**src/rtl/hazard_pkg.sv**
```systemverilog
// rtl/hazard_pkg.sv - shared types and constants for the hazard controller
package hazard_pkg;

  typedef enum logic [1:0] {
    IDLE  = 2'd0,
    STALL = 2'd1,
    FLUSH = 2'd2
  } state_t;

  localparam logic [4:0] REG_ZERO   = 5'd0;

  localparam logic [1:0] STALL_EX   = 2'd2;
  localparam logic [1:0] STALL_MEM  = 2'd1;
  localparam logic [1:0] STALL_LOAD = 2'd1;

  localparam logic [1:0] FWD_NONE   = 2'b00;
  localparam logic [1:0] FWD_EX     = 2'b01;
  localparam logic [1:0] FWD_MEM    = 2'b10;

  function automatic logic [1:0] max_stall(input logic [1:0] a, input logic [1:0] b);
    return (a > b) ? a : b;
  endfunction

endpackage

```
**src/rtl/hazard_ctrl_cmp.sv**
```systemverilog
// rtl/hazard_ctrl_cmp.sv - one source-operand vs one producer dependency comparator
module hazard_cmp
  import hazard_pkg::*;
(
  input  logic [4:0] rs,
  input  logic       use_en,
  input  logic [4:0] rd,
  input  logic       valid,
  input  logic       wen,
  output logic       match
);

  // x0 is hard-wired, so a write to it never creates a dependency
  assign match = use_en && valid && wen && (rs == rd) && (rs != REG_ZERO);

endmodule

```
**src/rtl/hazard_ctrl.sv**
```systemverilog
// rtl/hazard_ctrl.sv - pipeline stall/flush controller; HAZARD_FWD_EN adds operand forwarding
module hazard_ctrl
  import hazard_pkg::*;
(
  input  logic        clk,
  input  logic        reset,
  input  logic        id_valid,
  input  logic [4:0]  id_rs1,
  input  logic [4:0]  id_rs2,
  input  logic        id_use_rs1,
  input  logic        id_use_rs2,
  input  logic        ex_valid,
  input  logic        ex_wen,
  input  logic        ex_is_load,
  input  logic [4:0]  ex_rd,
  input  logic        mem_valid,
  input  logic        mem_wen,
  input  logic [4:0]  mem_rd,
  input  logic        branch_taken,
  output logic        hazard,
  output logic        bubble_ex,
  output logic        flush_if_id,
  output logic        flush_id_ex,
  output logic [1:0]  stall_counter,
  output logic [15:0] stall_total
`ifdef HAZARD_FWD_EN
  ,
  output logic [1:0]  fwd_a,
  output logic [1:0]  fwd_b
`endif
);

  state_t     state, state_nx;
  logic [1:0] cnt_nx;
  logic [1:0] need;
  logic       ex_a, ex_b, mem_a, mem_b;

  hazard_cmp u_cmp_ex_a (
    .rs(id_rs1), .use_en(id_valid && id_use_rs1), .rd(ex_rd),
    .valid(ex_valid), .wen(ex_wen), .match(ex_a)
  );

  hazard_cmp u_cmp_ex_b (
    .rs(id_rs2), .use_en(id_valid && id_use_rs2), .rd(ex_rd),
    .valid(ex_valid), .wen(ex_wen), .match(ex_b)
  );

  hazard_cmp u_cmp_mem_a (
    .rs(id_rs1), .use_en(id_valid && id_use_rs1), .rd(mem_rd),
    .valid(mem_valid), .wen(mem_wen), .match(mem_a)
  );

  hazard_cmp u_cmp_mem_b (
    .rs(id_rs2), .use_en(id_valid && id_use_rs2), .rd(mem_rd),
    .valid(mem_valid), .wen(mem_wen), .match(mem_b)
  );

`ifdef HAZARD_FWD_EN
  // Forwarding covers everything except a load still in EX
  always_comb begin
    need = 2'd0;
    if (ex_is_load && (ex_a || ex_b))
      need = STALL_LOAD;
  end

  always_comb begin
    fwd_a = FWD_NONE;
    fwd_b = FWD_NONE;
    if (!reset) begin
      if (ex_a)       fwd_a = FWD_EX;
      else if (mem_a) fwd_a = FWD_MEM;
      if (ex_b)       fwd_b = FWD_EX;
      else if (mem_b) fwd_b = FWD_MEM;
    end
  end
`else
  wire unused_ex_is_load = ex_is_load;

  always_comb begin
    need = 2'd0;
    if (ex_a || ex_b)
      need = max_stall(need, STALL_EX);
    if (mem_a || mem_b)
      need = max_stall(need, STALL_MEM);
  end
`endif

  always_ff @(posedge clk) begin
    if (reset) begin
      state         <= IDLE;
      stall_counter <= 2'd0;
    end else begin
      state         <= state_nx;
      stall_counter <= cnt_nx;
    end
  end

  always_comb begin
    state_nx = state;
    cnt_nx   = stall_counter;
    case (state)
      IDLE: begin
        cnt_nx = 2'd0;
        if (branch_taken) begin
          state_nx = FLUSH;
        end else if (need != 2'd0) begin
          cnt_nx   = need - 2'd1;
          state_nx = (need > 2'd1) ? STALL : IDLE;
        end
      end
      STALL: begin
        if (branch_taken) begin
          cnt_nx   = 2'd0;
          state_nx = FLUSH;
        end else begin
          cnt_nx   = stall_counter - 2'd1;
          state_nx = (stall_counter <= 2'd1) ? IDLE : STALL;
        end
      end
      FLUSH: begin
        cnt_nx   = 2'd0;
        state_nx = branch_taken ? FLUSH : IDLE;
      end
      default: begin
        cnt_nx   = 2'd0;
        state_nx = IDLE;
      end
    endcase
  end

  // Outputs are forced low during reset so reset wins over branch and stall
  always_comb begin
    hazard      = 1'b0;
    bubble_ex   = 1'b0;
    flush_if_id = 1'b0;
    flush_id_ex = 1'b0;
    if (!reset) begin
      case (state)
        IDLE: begin
          if (branch_taken) begin
            flush_if_id = 1'b1;
            flush_id_ex = 1'b1;
          end else if (need != 2'd0) begin
            hazard    = 1'b1;
            bubble_ex = 1'b1;
          end
        end
        STALL: begin
          if (branch_taken) begin
            flush_if_id = 1'b1;
            flush_id_ex = 1'b1;
          end else begin
            hazard    = 1'b1;
            bubble_ex = 1'b1;
          end
        end
        FLUSH: begin
          flush_if_id = 1'b1;
          flush_id_ex = branch_taken;
        end
        default: ;
      endcase
    end
  end

  always_ff @(posedge clk) begin
    if (reset)
      stall_total <= 16'd0;
    else if (hazard && (stall_total != 16'hFFFF))
      stall_total <= stall_total + 16'd1;
  end

endmodule

```
**config.mk**
```make
export PLATFORM = sky130hd
export DESIGN_NAME = hazard_ctrl
export DESIGN_NICKNAME = d
export VERILOG_FILES = /design/src/rtl/hazard_pkg.sv /design/src/rtl/hazard_ctrl_cmp.sv /design/src/rtl/hazard_ctrl.sv
export SDC_FILE = /design/constraint.sdc
export NUM_CORES = 1
export LEC_CHECK = 0
export CAP_MARGIN = 20
export CORE_MARGIN = 2
export CORE_UTILIZATION = 42
export DETAILED_ROUTE_END_ITERATION = 16
export HOLD_SLACK_MARGIN = 0.1
export PLACE_DENSITY = 0.84
export SETUP_SLACK_MARGIN = 0.1
export SYNTH_ARGS = -nofsm -noshare
export SYNTH_HDL_FRONTEND = slang
export SYNTH_SLANG_ARGS = --single-unit
```
**constraint.sdc**
```tcl
create_clock -name clk -period 3.5 [get_ports clk]
set_input_delay 1.05 -clock clk [delete_from_list [all_inputs] [get_ports clk]]
set_output_delay 1.05 -clock clk [all_outputs]
set_load 0.005 [all_outputs]
```
== After elaboration in Yosys (flattened, before gate mapping) ==
Cells that the tools add are included.

* Output and inout bits: 22
* Bits in registers: 20
* Input port bits: 31
* Memories kept: 0
* Word-level logic and storage cells: 67
* Bits in latches: 0
* Bits in writable memories: 0
* Memory bits (read-only): 0

* Reductions and logical operators: 26
* Bitwise gates (word level): 0
* Div/mod/pow operators: 0
* Add/subtract/negate cells: 3
* Shifts and indexed selects: 0
* Multiply operators: 0
* Multiplexer cells: 24
* Eq/ne operators: 8
* $lt $le $gt $ge: 3

{| class="wikitable"
|+ Operators by type and width
! kind !! count
|-
| $eq 5x5->1 || 4
|-
| $mux 2 || 10
|-
| $logic_and 1x1->1 || 19
|-
| $add 16x1->16 const B || 1
|-
| $ne 16x16->1 const B || 1
|-
| $reduce_bool 5->1 || 2
|-
| $mux 1 || 9
|-
| $pmux 1 s2 || 3
|-
| $pmux 2 s3 || 1
|-
| $gt 2x1->1 const B || 2
|-
| $pmux 2 s2 || 1
|-
| $sub 2x1->2 const B || 2
|-
| $ne 3x3->1 const B || 1
|-
| $eq 2x1->1 const B || 1
|-
| $eq 2x2->1 const B || 1
|-
| $le 2x1->1 const B || 1
|-
| $logic_not 2->1 || 1
|-
| $logic_or 1x1->1 || 2
|-
| $reduce_bool 2->1 || 1
|-
| $reduce_or 2->1 || 1
|}

== Longest topological paths before layout ==
* Depth after elaboration: 16
* Gate-level depth with buffers: 8
* Gate-level depth less buffers: 7

== Cells and area by module ==
From an unflattened synthesis, not the netlist that was laid out.

* Cell total of the unflattened synthesis: 162
* Area, all modules: 1,391.3 sq um

{| class="wikitable"
|+ Modules (own cells, without submodules)
! module !! area an instance (sq um) !! sequential area each (sq um) !! cells each !! times used
|-
| hazard_ctrl || 1,111.1 || 400.4 || 122 || 1
|-
| hazard_cmp || 70.1 || 0.0 || 10 || 4
|}

== Worst setup path before layout ==
Ideal clock, no wire load.

* Kind: input to output
* From: input port id_rs2[0]
* To: output port hazard
* Buffers on the path: 1
* Required time: 2,450 ps
* Arrival: 2,285 ps
* Cell stages on the path: 7
* Path slack: 165 ps
* Cells stage by stage: or3_1 o311a_1 a41oi_2 o21ai_2 nor2_1 nor2_1 buf_4

* Longest elaborated chain between the ends: 13
* Elaborated cells between the ends (all ways): 18
* Those cells by class: order compare: 1; eq/ne: 2; mux: 7; reduce/logical: 8

{| class="wikitable"
|+ Ends and longest elaborated chain
! item !! RTL line !! text
|-
| from (decl) || hazard_ctrl.sv:9 || <nowiki>input logic [4:0] id_rs2,</nowiki>
|-
| $eq 5x5->1 || hazard_ctrl_cmp.sv:14 || <nowiki>assign match = use_en && valid && wen && (rs == rd) && (rs != REG_ZERO);</nowiki>
|-
| $logic_and 1x1->1 (2 in series) || hazard_ctrl_cmp.sv:14 ||
|-
| $logic_or 1x1->1 || hazard_ctrl.sv:81 || <nowiki>if (ex_a || ex_b)</nowiki>
|-
| $mux 2 || hazard_ctrl.sv:81 ||
|-
| $gt 2x1->1 || hazard_pkg.sv:21 || <nowiki>return (a > b) ? a : b;</nowiki>
|-
| $mux 2 || hazard_pkg.sv:21 ||
|-
| $mux 2 (*) || hazard_ctrl.sv:83 || <nowiki>if (mem_a || mem_b)</nowiki>
|-
| $reduce_bool 2->1 (*) || hazard_ctrl.sv:143 || <nowiki>end else if (need != 2'd0) begin</nowiki>
|-
| $mux 1 (*) (2 in series) || n/a ||
|-
| $pmux 1 s2 (*) || n/a ||
|-
| $mux 1 (*) || n/a ||
|-
| to (decl) || hazard_ctrl.sv:20 || <nowiki>output logic hazard,</nowiki>
|}

Every way passes the cells marked *; elsewhere a longest branch is shown, timed or not.

== Final worst setup path ==
* From: input port id_rs1[2]
* To: output port bubble_ex

* Longest elaborated chain between the ends: 13
* Elaborated cells between the ends (all ways): 18
* Those cells by class: order compare: 1; eq/ne: 2; mux: 7; reduce/logical: 8

{| class="wikitable"
|+ Ends and longest elaborated chain
! item !! RTL line !! text
|-
| from (decl) || hazard_ctrl.sv:8 || <nowiki>input logic [4:0] id_rs1,</nowiki>
|-
| $eq 5x5->1 || hazard_ctrl_cmp.sv:14 ||
|-
| $logic_and 1x1->1 (2 in series) || hazard_ctrl_cmp.sv:14 ||
|-
| $logic_or 1x1->1 || hazard_ctrl.sv:81 ||
|-
| $mux 2 || hazard_ctrl.sv:81 ||
|-
| $gt 2x1->1 || hazard_pkg.sv:21 ||
|-
| $mux 2 || hazard_pkg.sv:21 ||
|-
| $mux 2 (*) || hazard_ctrl.sv:83 ||
|-
| $reduce_bool 2->1 (*) || hazard_ctrl.sv:143 ||
|-
| $mux 1 (*) || hazard_ctrl.sv:143 ||
|-
| $mux 1 (*) || hazard_ctrl.sv:140 || <nowiki>if (branch_taken) begin</nowiki>
|-
| $pmux 1 s2 (*) || hazard_ctrl.sv:138 || <nowiki>case (state)</nowiki>
|-
| $mux 1 (*) || hazard_ctrl.sv:137 || <nowiki>if (!reset) begin</nowiki>
|-
| to (decl) || hazard_ctrl.sv:21 || <nowiki>output logic bubble_ex,</nowiki>
|}

Marks and branches as above.

==> summary.txt <==
Outcome
  – Status: finished with violations
  – Failing checks: negative setup slack

Placed design
  – Gp weighted congestion: 0.836
  – Dpl ws: -0.660 ns
  – I/O Buffers: 51
  – Placed instance count: 239
  – Post-DP HPWL: 2.77 mm

Finish
  – Ant. Diodes: 0
  – Post-layout util: 0.702
  – Post-route insts no fill: 247
  – Nets@finish: 250
  – Area delta synth->final: 56.0%
  – Fraction of layout cells with a size suffix above 1: 0.199

Global route
  – Congestion Overflow GR: 0
  – Initial antenna violation count: 0
  – Number of global-route vias before repair: 1380
  – Largest net degree at the start of global routing: 22
  – First-pass GRT wire length: 5.91 mm
  – Global Route Usage Sum: 0.217

Logic synthesis
  – Most common library cells after synthesis: dfxtp_1 (20), xor2_1 (17), nor2_1 (15)
  – Top-count cell post-synth: dfxtp_1
  – Post-synth EDFFs: 0
  – Register area share after synthesis: 0.314
  – Synth Register Bits: 20
  – Ys Warns: 0
  – Syn avg cell area: 8.66 um2
  – Mapped Area: 1270 um2
  – Post-synth ARST share: 0
  – Synth area leaders: dfxtp_1 (31%), xor2_1 (12%), xnor2_1 (5.5%)
  – Synth cell types: 38
  – Cell taking the most area after synthesis: dfxtp_1
  – Syn nets: 180
  – Syn Inst Count: 147
  – Post-synth top area share: 0.314
  – Primary FF master, synth: dfxtp_1

Clock network
  – Maximum clock path buffer count: 2
  – H-tree depth: 1
  – Skew-Pair Late Insertion Delay: 0.30 ns
  – CTS sink cnt: 20
  – CTS tree: done
  – Clock root buffer master: clkbuf_4
  – Clock-pin slew on the worst setup and hold paths: 0.12 ns
  – Num CTS Buffers: 3

Critical path
  – CP Capture Type: primary output
  – Worst Path Required: 2.45 ns
  – R2R Setup Slk: 1.38 ns
  – Worst endpoint data arrival time: 2.51 ns
  – Critical path startpoint category: input pin
  – Worst Path Class, Setup: input pin to primary output
  – Max FO, Critical Path: 2

Floorplan
  – Die Y: 59.1 um
  – Core Box Area: 2830 um2
  – Starting Density: 0.450
  – Row cnt: 19
  – Die width: 59.1 um
  – Ports: 53
  – Die area: 3490 um2

Routing
  – Post-route ant nets: 0
  – Vias: 1363
  – DRC: 0
  – WL/cell: 14.9 um
  – Final WL: 3.69 mm
  – Vias per cell: 5.52
  – DRT Pass-1 Iters: 4
  – DRT iter0 DRCs: 46

Pwr
  – Leakage power: 0.000815 uW
  – Pwr dens: 229 nW/um2
  – Clk pwr share: 0.299
  – Cell Int Power: 341 uW
  – Part of the power in registers: 0.503
  – P_sw: 114 uW
  – Comb pwr share: 0.197
  – Peak VDD IR: 0.170 mV
  – Sw Ratio: 0.252

Timing
  – RSZ-0062 raised after global routing: yes
  – Final period util: 1.02
  – Post-route setup slack: -0.0604 ns
  – Worst-margin pin slew: 0.291 ns
  – Fmax: 0.281 GHz
  – Final slew viol count: 0
  – Final Hold Vio Count: 0
  – Max Clock Skew: 0.0114 ns
  – Hold_ws: 0.507 ns
  – # setup viols final: 1
  – Crit path time final: 3.56 ns
  – Max-slew headroom: 0.805

Job
  – Maxcap violations: 0

Worst hold path
  – Worst Hold Class: flop to flop
-- cell usage in the layout, fill, tap and decap left out, types with 4 or more instances in the layout --
master            n
clkdlybuf4s50_1  27
dfxtp_1          20
xor2_1           17
buf_4            16
nor2_1           15
dlygate4sd2_1    10
xnor2_1           8
a21oi_1           8
or3_1             7
nand2_1           7
buf_2             6
inv_1             5
nand3_1           5
o21ai_0           5
nor3_1            4
buf_6             4
-- power groups by stage --
stage	clock, uW	combinational [uW]	sequential, uW
after floorplan	0	31.3	234
after global placement	0	87.0	234
after detailed placement	0	89.8	234
after CTS	139	86.7	229
after global routing	145	96.4	229
final	136	89.8	229
-- worst max-delay path: stages --
cell and delay [ns]:
dlygate4sd2_1 0.26, or4_4 0.44, o211ai_4 0.24, o21ai_2 0.10, nor2_1 0.11, nor2_1 0.07, buf_4 0.13, buf_6 0.10
-- cell type report --
class,instances,area [um2]
multi-input combinational,118,865
fill,223,842
inverter,5,18.8
clock buffer,4,36.3
tap,31,38.8
timing repair buffer,69,628
sequential,20,400
-- timing repair --
item / CTS / global route
setup endpoints to repair: 3 / 3
hold buffers: 0 / 0
endpoints found under the hold margin: 0 / 0
pin swaps: 15 / 6
buffers inserted: 3 / 1
resized for setup: 57 / 6
-- through the flow --
step / TNS (ns) / power (uW) / instance area [um2]
2_1_floorplan: 0 / 265 / 1270
3_3_place_gp: -1.29 / 321 / 1910
3_5_place_dp: -1.37 / 324 / 1910
4_1_cts: -0.0815 / 455 / 1960
5_1_grt: -0.107 / 470 / 1990
6_report: -0.0604 / 455 / 1990
-- sequential cells by signal (all words and copies together) (netlist names) --
| name | flops |
|---|---|
| state | 2 |
| stall_total | 16 |
| stall_counter | 2 |
-- metal layers --
| metal | global-route usage | wire, um | share of wire | up-vias |
|---|---|---|---|---|
| li1 | - | - | - | 669 |
| met1 | 0.254 | 1560 | 0.42 | 641 |
| met2 | 0.398 | 1830 | 0.50 | 49 |
| met3 | 0.0393 | 253 | 0.069 | 4 |
| met4 | 0.0617 | 36 | 0.0098 | 0 |
| met5 | 0 | 0 | 0 | - |
-- worst paths after layout --
kind	to	cells after the start	from
setup / recovery	bubble_ex	8	id_rs1[2]
hold / removal	stall_counter[0]	1	stall_counter[0]
setup reg to reg	stall_total[15]	8	state[1]
hold reg to reg	stall_counter[0]	1	stall_counter[0]
-- cell families (layout without fill, tap and decap cells) --
group           after synthesis  after routing  synth area share
flops                        20             20             0.314
buf+inv                       9             78            0.0354
compound gates               31             31             0.198
mux                           4              4            0.0334
xor+xnor                     25             25             0.172
fa+ha+maj                     2              2            0.0196
simple gates                 56             56             0.227
No activity file was read; power rests on OpenSTA's default activity.
